[src/rtl/ram_port_arb_if.sv]
// ram_port_arb_if: two master request ports plus the shared single RAM port
interface ram_port_arb_if #(
    parameter int dat_width = 32,
    parameter int adr_width = 32
);
    logic                 m0_req;
    logic                 m0_we;
    logic [adr_width-1:0] m0_adr;
    logic [dat_width-1:0] m0_wdat;
    logic                 m0_lock;
    logic                 m0_ack;
    logic                 m0_resp;
    logic [dat_width-1:0] m0_rdat;
    logic                 m1_req;
    logic                 m1_we;
    logic [adr_width-1:0] m1_adr;
    logic [dat_width-1:0] m1_wdat;
    logic                 m1_lock;
    logic                 m1_ack;
    logic                 m1_resp;
    logic [dat_width-1:0] m1_rdat;
    logic [adr_width-1:0] ram_adr;
    logic [dat_width-1:0] ram_dat;
    logic                 ram_we;
    logic [dat_width-1:0] ram_rdat;

    modport slave (
        input  m0_req, m0_we, m0_adr, m0_wdat, m0_lock,
        input  m1_req, m1_we, m1_adr, m1_wdat, m1_lock,
        input  ram_rdat,
        output m0_ack, m0_resp, m0_rdat,
        output m1_ack, m1_resp, m1_rdat,
        output ram_adr, ram_dat, ram_we
    );

    modport master (
        output m0_req, m0_we, m0_adr, m0_wdat, m0_lock,
        output m1_req, m1_we, m1_adr, m1_wdat, m1_lock,
        output ram_rdat,
        input  m0_ack, m0_resp, m0_rdat,
        input  m1_ack, m1_resp, m1_rdat,
        input  ram_adr, ram_dat, ram_we
    );
endinterface

[src/rtl/ram_port_arb.sv]
// ram_port_arb: shares one synchronous RAM port between two masters with round-robin or fixed priority (RAM_PORT_ARB_FIXED_PRIO_EN) and lock
module ram_port_arb (
    input logic          clk,
    input logic          rst,
    ram_port_arb_if.slave bus
);
    logic lock_vld;
    logic lock_own;
    logic rsp_vld;
    logic rsp_id;
    logic pick1;
    logic elig0;
    logic elig1;
    logic gnt0;
    logic gnt1;
    logic acc_lock;

`ifdef RAM_PORT_ARB_FIXED_PRIO_EN
    assign pick1 = 1'b0;
`else
    logic last;

    // round-robin pointer: remembers the last accepted master, m0 wins the first tie
    always_ff @(posedge clk or posedge rst) begin
        if (rst)
            last <= 1'b1;
        else if (gnt0 | gnt1)
            last <= gnt1;
    end

    assign pick1 = ~last;
`endif

    // eligibility under lock, then tie-break; nothing is granted while in reset
    always_comb begin
        elig0    = bus.m0_req & (~lock_vld | ~lock_own);
        elig1    = bus.m1_req & (~lock_vld | lock_own);
        gnt0     = ~rst & elig0 & (~elig1 | ~pick1);
        gnt1     = ~rst & elig1 & (~elig0 | pick1);
        acc_lock = gnt1 ? bus.m1_lock : bus.m0_lock;
    end

    // lock state and response tracking; only lock_own can be accepted while locked,
    // so any acceptance simply reloads lock_vld from that master's lock input
    always_ff @(posedge clk or posedge rst) begin
        if (rst) begin
            lock_vld <= 1'b0;
            lock_own <= 1'b0;
            rsp_vld  <= 1'b0;
            rsp_id   <= 1'b0;
        end else begin
            rsp_vld <= gnt0 | gnt1;
            if (gnt0 | gnt1) begin
                rsp_id   <= gnt1;
                lock_vld <= acc_lock;
                if (acc_lock)
                    lock_own <= gnt1;
            end
        end
    end

    assign bus.m0_ack  = gnt0;
    assign bus.m1_ack  = gnt1;
    assign bus.ram_adr = gnt1 ? bus.m1_adr : bus.m0_adr;
    assign bus.ram_dat = gnt1 ? bus.m1_wdat : bus.m0_wdat;
    assign bus.ram_we  = gnt0 ? bus.m0_we : gnt1 ? bus.m1_we : 1'b0;
    assign bus.m0_resp = rsp_vld & ~rsp_id;
    assign bus.m1_resp = rsp_vld & rsp_id;
    assign bus.m0_rdat = bus.ram_rdat;
    assign bus.m1_rdat = bus.ram_rdat;
endmodule

[src/flat_wrapper.sv]
// flat-port wrapper written by rule: the top's interface ports become plain ports
module ram_port_arb_flat 
  (clk, rst, bus_m0_req, bus_m0_we, bus_m0_adr, bus_m0_wdat, bus_m0_lock, bus_m1_req, bus_m1_we, bus_m1_adr, bus_m1_wdat, bus_m1_lock, bus_ram_rdat, bus_m0_ack, bus_m0_resp, bus_m0_rdat, bus_m1_ack, bus_m1_resp, bus_m1_rdat, bus_ram_adr, bus_ram_dat, bus_ram_we);
  ram_port_arb_if #(.dat_width(32), .adr_width(32)) bus_i ();
  input logic clk;
  input logic rst;
  input wire logic [$bits(bus_i.m0_req)-1:0] bus_m0_req;
  input wire logic [$bits(bus_i.m0_we)-1:0] bus_m0_we;
  input wire logic [$bits(bus_i.m0_adr)-1:0] bus_m0_adr;
  input wire logic [$bits(bus_i.m0_wdat)-1:0] bus_m0_wdat;
  input wire logic [$bits(bus_i.m0_lock)-1:0] bus_m0_lock;
  input wire logic [$bits(bus_i.m1_req)-1:0] bus_m1_req;
  input wire logic [$bits(bus_i.m1_we)-1:0] bus_m1_we;
  input wire logic [$bits(bus_i.m1_adr)-1:0] bus_m1_adr;
  input wire logic [$bits(bus_i.m1_wdat)-1:0] bus_m1_wdat;
  input wire logic [$bits(bus_i.m1_lock)-1:0] bus_m1_lock;
  input wire logic [$bits(bus_i.ram_rdat)-1:0] bus_ram_rdat;
  output wire logic [$bits(bus_i.m0_ack)-1:0] bus_m0_ack;
  output wire logic [$bits(bus_i.m0_resp)-1:0] bus_m0_resp;
  output wire logic [$bits(bus_i.m0_rdat)-1:0] bus_m0_rdat;
  output wire logic [$bits(bus_i.m1_ack)-1:0] bus_m1_ack;
  output wire logic [$bits(bus_i.m1_resp)-1:0] bus_m1_resp;
  output wire logic [$bits(bus_i.m1_rdat)-1:0] bus_m1_rdat;
  output wire logic [$bits(bus_i.ram_adr)-1:0] bus_ram_adr;
  output wire logic [$bits(bus_i.ram_dat)-1:0] bus_ram_dat;
  output wire logic [$bits(bus_i.ram_we)-1:0] bus_ram_we;
  assign bus_i.m0_req = bus_m0_req;
  assign bus_i.m0_we = bus_m0_we;
  assign bus_i.m0_adr = bus_m0_adr;
  assign bus_i.m0_wdat = bus_m0_wdat;
  assign bus_i.m0_lock = bus_m0_lock;
  assign bus_i.m1_req = bus_m1_req;
  assign bus_i.m1_we = bus_m1_we;
  assign bus_i.m1_adr = bus_m1_adr;
  assign bus_i.m1_wdat = bus_m1_wdat;
  assign bus_i.m1_lock = bus_m1_lock;
  assign bus_i.ram_rdat = bus_ram_rdat;
  assign bus_m0_ack = bus_i.m0_ack;
  assign bus_m0_resp = bus_i.m0_resp;
  assign bus_m0_rdat = bus_i.m0_rdat;
  assign bus_m1_ack = bus_i.m1_ack;
  assign bus_m1_resp = bus_i.m1_resp;
  assign bus_m1_rdat = bus_i.m1_rdat;
  assign bus_ram_adr = bus_i.ram_adr;
  assign bus_ram_dat = bus_i.ram_dat;
  assign bus_ram_we = bus_i.ram_we;
  ram_port_arb u_core (.clk(clk), .rst(rst), .bus(bus_i));
endmodule
[config.mk]
export PLATFORM = sky130hd
export DESIGN_NAME = ram_port_arb_flat
export DESIGN_NICKNAME = d
export VERILOG_FILES = /design/src/rtl/ram_port_arb_if.sv /design/src/rtl/ram_port_arb.sv /design/src/flat_wrapper.sv
export SDC_FILE = /design/constraint.sdc
export NUM_CORES = 1
export LEC_CHECK = 0
export BUFFER_PORTS_ARGS = -buffer_cell sky130_fd_sc_hd__buf_2
export CAP_MARGIN = 20
export CORE_AREA = 2 2 116 118
export CTS_CLUSTER_DIAMETER = 50
export DETAILED_ROUTE_END_ITERATION = 8
export DIE_AREA = 0 0 118 120
export PLACE_DENSITY_LB_ADDON = 0.08
export SLEW_MARGIN = 20
export SYNTH_ARGS = -nofsm -noshare
export SYNTH_HDL_FRONTEND = slang
export SYNTH_SLANG_ARGS = --single-unit
[constraint.sdc]
create_clock -name clk -period 4.4 [get_ports clk]
set_clock_uncertainty 0.2 [all_clocks]
set_input_delay 0.44 -clock clk [delete_from_list [all_inputs] [get_ports clk]]
set_output_delay 0.44 -clock clk [all_outputs]
set_load 0.01 [all_outputs]
==> run_results.csv, run 1 <==
group,metric,value,unit
grt,overflow,0,
cts,cts_root_buffer,"clkbuf_16",
detailed_routing,wire_per_inst,11.6,um
power,p_leak,1.45,nW
floorplan,core_area,13000,sq um
yosys,synth_area_leaders,"mux2_4, buf_4, mux2_1",
yosys,postSynthRegisterBits,5,
yosys,netlist_area,1690,sq um
yosys,syn_inst,164,
cts,clock-sinks,5,
cells_and_area,final_nets,473,
grt,grt_pass1_wl,8410,um
detailed_routing,drt_wl_total,5590,um
sta,timing.slew.headroom,40.2,%
sta,worstMarginPinSlew,0.897,ns
placement,hpwl,4930,um
floorplan,io_pins,301,
yosys,ys_top_cells_by_count,"buf_4, mux2_4, mux2_1",
cts,cts.reportedPaths.clkPinSlew,0.03,ns
grt,grt_util_all_layers,7.20,%
grt,antenna_found_initial,0,
grt,grt_max_degree,53,
yosys,synth_cell_type_count,27,
detailed_routing,vias,1625,
placement,gp_congestion,0.776,
critical_path,worst_ep_arrival_time,3.01,ns
yosys,yosysWarnings,0,
cts,clock_latency,0.23,ns
cells_and_area,drive_above_1_share,82.6,%
status,outcome,"finished clean",
critical_path,cp-end-kind,"primary output",
critical_path,cp.required,3.76,ns
power,p_per_area,285,nW/um^2
placement,dp_cells,475,
sta,setup_viol,0,
sta,rsz0062_at_grt,"no",
detailed_routing,drc,0,
cells_and_area,area.sequential,126,sq um
yosys,synth.most_common_cell,"buf_4",
yosys,ys_async_sr_fraction,100,%
critical_path,regToRegSetupSlack,2.23,ns
critical_path,criticalPathCategory,"primary input to primary output",
yosys,yosys.area.top_type_share,34.6,%
yosys,synth_edf_count,0,
sta,finalCritPeriodShare,83.0,%
yosys,synth.largest_area_cell,"mux2_4",
critical_path,cp-start-kind,"primary input",
sta,maxSlewViolCount,0,
detailed_routing,firstDrtPassIters,4,
floorplan,row_count,42,
floorplan,die_h,120,um
cts,cts_buffer_depth,2,
sta,min_period,3.65,ns
floorplan,die_x,118,um
cells_and_area,antenna_cells,0,
detailed_routing,drtIter0Drc,30,
yosys,syn_avg_cell_area,10.3,sq um
cts,cts_inserted_buffers,3,
grt,grt_pass1_vias,1581,
power,peakVddDrop,0.000194,V
cts,post_cts_resized,0,
sta,clock.fmax,0.274,GHz
floorplan,die-area,14200,sq um
critical_path,path_max_fanout,52,
cells_and_area,multi_input_area,1020,sq um
detailed_routing,drtAntennaViolNets,0,
sta,finalHoldViolations,0,
cells_and_area,area_delta_synth_final,47.9,%
placement,io_buffers,204,
cts,cts_tree,"built",
floorplan,start_util,13.0,%
yosys,ys.flop_type,"dfrtp_1",
sta,setup-tns-final,0,ns
cells_and_area,nFillCells,1487,
flow_run,drv_cap,0,
yosys,yosysSeqAreaShare,7.47,%
cells_and_area,fin_cells,480,
cts,cts_setup_buffers,0,
detailed_routing,vias_per_cell,3.39,
cts,cts_max_level,1,
yosys,synth_nets,332,
min_path,hp-class,"primary input to register",
placed cells by master (no fill, tap or decap), types with 2 or more instances in the layout:
master       n
a21oi_1      2
buf_4        2
clkbuf_16    3
nor2b_1      2
inv_1        3
dfrtp_1      4
mux2_4      39
mux2_1      25
buf_2      204
per-layer routing:
metal,vias up,track usage (%),wire (um)
li1,786,-,-
met1,719,7.62,2000
met2,112,13.7,2930
met3,8,2.14,592
met4,0,2.03,65
met5,-,0,0
registers in the layout, summed over array words and instances, names as in the netlist:
register,flops
u_core.last,1
u_core.lock_own,1
u_core.lock_vld,1
u_core.rsp_id,1
u_core.rsp_vld,1
stage by stage:
stage / worst slack [ns] / hold slack [ns] / total power, mW / instance area, sq um / util, %
floorplan: 2.37 / 0.0178 / 0.453 / 1690 / -
global placement: 1.24 / 0.210 / 0.584 / 2410 / 18.6
detailed placement: 1.23 / 0.197 / 0.575 / 2410 / 18.6
CTS: 0.683 / 0.213 / 0.729 / 2500 / 19.3
global route: 0.556 / 0.222 / 0.767 / 2500 / 19.3
finish: 0.747 / 0.210 / 0.714 / 2500 / 19.3
layout make-up:
cell class,count,area share (%)
well taps,176,8.80
clock buffers,4,3.15
repair buffers,207,41.8
multi-input cells,84,40.6
flip-flops and latches,5,5.05
inverters,4,0.600
worst max-delay path, stage by stage:
cell and delay, ns:
dlygate4sd3_1 0.53, buf_2 0.14, and2b_1 0.27, nand3_4 0.68
buf_4 0.48, mux2_4 0.31, buf_2 0.14
power by group:
group	leakage [nW]	switching (mW)	internal [mW]	total (mW)
sequential	0.0589	0.0215	0.0702	0.0917
combinational	1.36	0.209	0.264	0.473
clock	0.0382	0.0294	0.120	0.149
total	1.45	0.260	0.454	0.714
cells by family after synthesis:
kind of cell | synth area share, %
compound gates | 4.36
simple gates | 3.11
flops | 7.47
mux | 51.8
buf+inv | 33.2
path summary, 6_finish.rpt:
check                             from  cells past startpoint               to
min in group asynchronous          rst                      3  u_core.lock_vld
max reg2reg                u_core.last                      4  u_core.lock_vld
min                        bus_m0_lock                      2  u_core.lock_own
min reg2reg                u_core.last                      1      u_core.last
max in group asynchronous          rst                      3      u_core.last
max                                rst                      7  bus_ram_dat[27]
timing repair:
item / CTS / global route
hold buffers: 1 / 0
setup endpoints to repair: 0 / 0
hold endpoints to repair: 4 / 0
Note: power is estimated with default switching activity, not from simulation.
==> inputs of run 2 (changes only) <==
==> constraint.sdc (replaced) <==
create_clock -name clk -period 3.6 [get_ports clk]
set_clock_uncertainty 0.2 [all_clocks]
set_input_delay 0.36 -clock clk [delete_from_list [all_inputs] [get_ports clk]]
set_output_delay 0.36 -clock clk [all_outputs]
set_load 0.01 [all_outputs]
==> run 2 against run 1 <==
Critical endpoint unchanged. Highest routed layer unchanged. Non-clock buffer count fell by 1. Count of clock-buffer cells in the layout did not move. Combinational power rose by 22%. Sequential cell count did not move. Register-to-register slack got worse by 0.45 ns. Routed wire length rose by 1.6%. Die area did not move. Core utilization barely moved.
==> run_results.csv, run 2 (same netlist as run 1, synthesis figures left out) <==
group,metric,value,unit
status,outcome,"finished clean",
sta,hold_slack,0.132,ns
floorplan,io_pins,301,
cts,cts_tree,"built",
placement,hpwl,5020,um
cells_and_area,final_cell_mix,"buf_2, mux2_4, mux2_1",
detailed_routing,drtIter0Drc,26,
critical_path,cp.required,3.04,ns
critical_path,crit_path_frequent_cell,"buf_2",
cts,cts.reportedPaths.clkPinSlew,0.03,ns
sta,setup_viol,0,
grt,overflow,0,
sta,min_period,3.06,ns
sta,finalCritPeriodShare,85.0,%
placement,io_buffers,204,
critical_path,cp_num_buf_inv,4,
grt,grt_util_all_layers,7.18,%
grt,grt_pass1_vias,1567,
grt,antenna_found_initial,0,
cts,post_cts_resized,0,
floorplan,die-area,14200,sq um
sta,finalHoldViolations,0,
sta,maxSlewViolCount,0,
grt,grt_pass1_wl,8200,um
cts,cts_buffer_depth,2,
sta,worstMarginPinSlew,0.400,ns
critical_path,worst_path_largest_cell_delay,0.52,ns
sta,timing.slew.headroom,73.3,%
flow_run,drv_cap,0,
cells_and_area,area_delta_synth_final,48.2,%
cells_and_area,antenna_cells,0,
cts,clock-sinks,5,
cts,cts_max_level,1,
cells_and_area,drive_above_1_share,82.5,%
detailed_routing,drt_wl_total,5680,um
floorplan,start_util,13.0,%
floorplan,die_x,118,um
detailed_routing,vias_per_cell,3.36,
floorplan,row_count,42,
critical_path,worst_ep_arrival_time,2.50,ns
placement,gp_congestion,0.709,
cts,cts_setup_buffers,0,
critical_path,cp_cell_sequence,"dlygate4sd3_1 > buf_2 > and2b_1 > nand3_4 > buf_12 > mux2_4 > buf_2",
cells_and_area,final_nets,472,
critical_path,cp-start-kind,"primary input",
sta,clock.fmax,0.327,GHz
critical_path,path_max_fanout,42,
cells_and_area,nFillCells,1472,
power,p_leak,1.45,nW
sta,rsz0062_at_grt,"no",
critical_path,critical-path-top-delay-family,"buffers and inverters",
detailed_routing,vias,1609,
power,p_per_area,349,nW/um^2
grt,grt_max_degree,43,
critical_path,crit_slowest_cell,"dlygate4sd3_1",
floorplan,core_area,13000,sq um
cells_and_area,final_common_cell,"buf_2",
detailed_routing,firstDrtPassIters,4,
detailed_routing,drtAntennaViolNets,0,
critical_path,cp-end-kind,"primary output",
cts,clock_latency,0.23,ns
detailed_routing,wire_per_inst,11.9,um
floorplan,die_h,120,um
min_path,hp-class,"primary input to register",
power,peakVddDrop,0.000243,V
cts,cts_inserted_buffers,3,
critical_path,criticalPathCategory,"primary input to primary output",
detailed_routing,drc,0,
cts,cts_root_buffer,"clkbuf_16",
sta,setup-tns-final,0,ns
-- run 2: cell count changes in the layout (fill, tap and decap cells not counted), sizes merged --
cell  previous run  this run
buf            206       205
-- run 2: what timing repair did --
item                                    CTS  global route
endpoints found under the hold margin     4             0
endpoints found under the setup margin    0             0
hold buffers                              1             0
-- run 2: stage by stage --
step | util [%] | instance area [sq um] | setup WS [ns] | std cells | total power, mW
2_1_floorplan | - | 1690 | 1.65 | 164 | 0.553
3_3_place_gp | 18.6 | 2420 | 1.08 | 474 | 0.711
3_5_place_dp | 18.6 | 2420 | 1.04 | 474 | 0.704
4_1_cts | 19.3 | 2510 | 0.497 | 479 | 0.897
5_1_grt | 19.3 | 2510 | 0.405 | 479 | 0.936
6_report | 19.3 | 2510 | 0.538 | 479 | 0.876
-- run 2: final timing paths --
kind                       depth (start not counted)  slack, ns         from              end
setup reg to reg                                   4       1.78  u_core.last  u_core.lock_vld
hold / removal                                     2       0.13  bus_m0_lock  u_core.lock_own
hold reg to reg                                    1       0.35  u_core.last      u_core.last
max in group asynchronous                          3       2.56          rst      u_core.last
setup / recovery                                   7       0.54          rst  bus_ram_dat[27]
min in group asynchronous                          3       0.40          rst  u_core.lock_own
-- run 2: layout make-up --
type	instances	area [sq um]	share of cell area (%)
timing repair buffer	206	1050	41.9
sequential	5	126	5.04
tap	176	220	8.78
multi-input combinational	84	1020	40.5
inverter	4	15.0	0.599
clock buffer	4	78.8	3.14
-- run 2: power breakdown --
part | total (mW) | internal [mW] | switching (mW)
clock network | 0.186 | 0.147 | 0.0391
logic | 0.577 | 0.319 | 0.258
registers | 0.113 | 0.0859 | 0.0271
total | 0.876 | 0.552 | 0.324
-- run 2: routing by layer --
metal | global-route usage (%) | wire length, um | vias up
met1 | 7.50 | 1950 | 712
met3 | 1.81 | 556 | 7
met4 | 2.41 | 57 | 0
li1 | - | - | 783
met5 | 0 | 0 | -
met2 | 13.9 | 3120 | 107
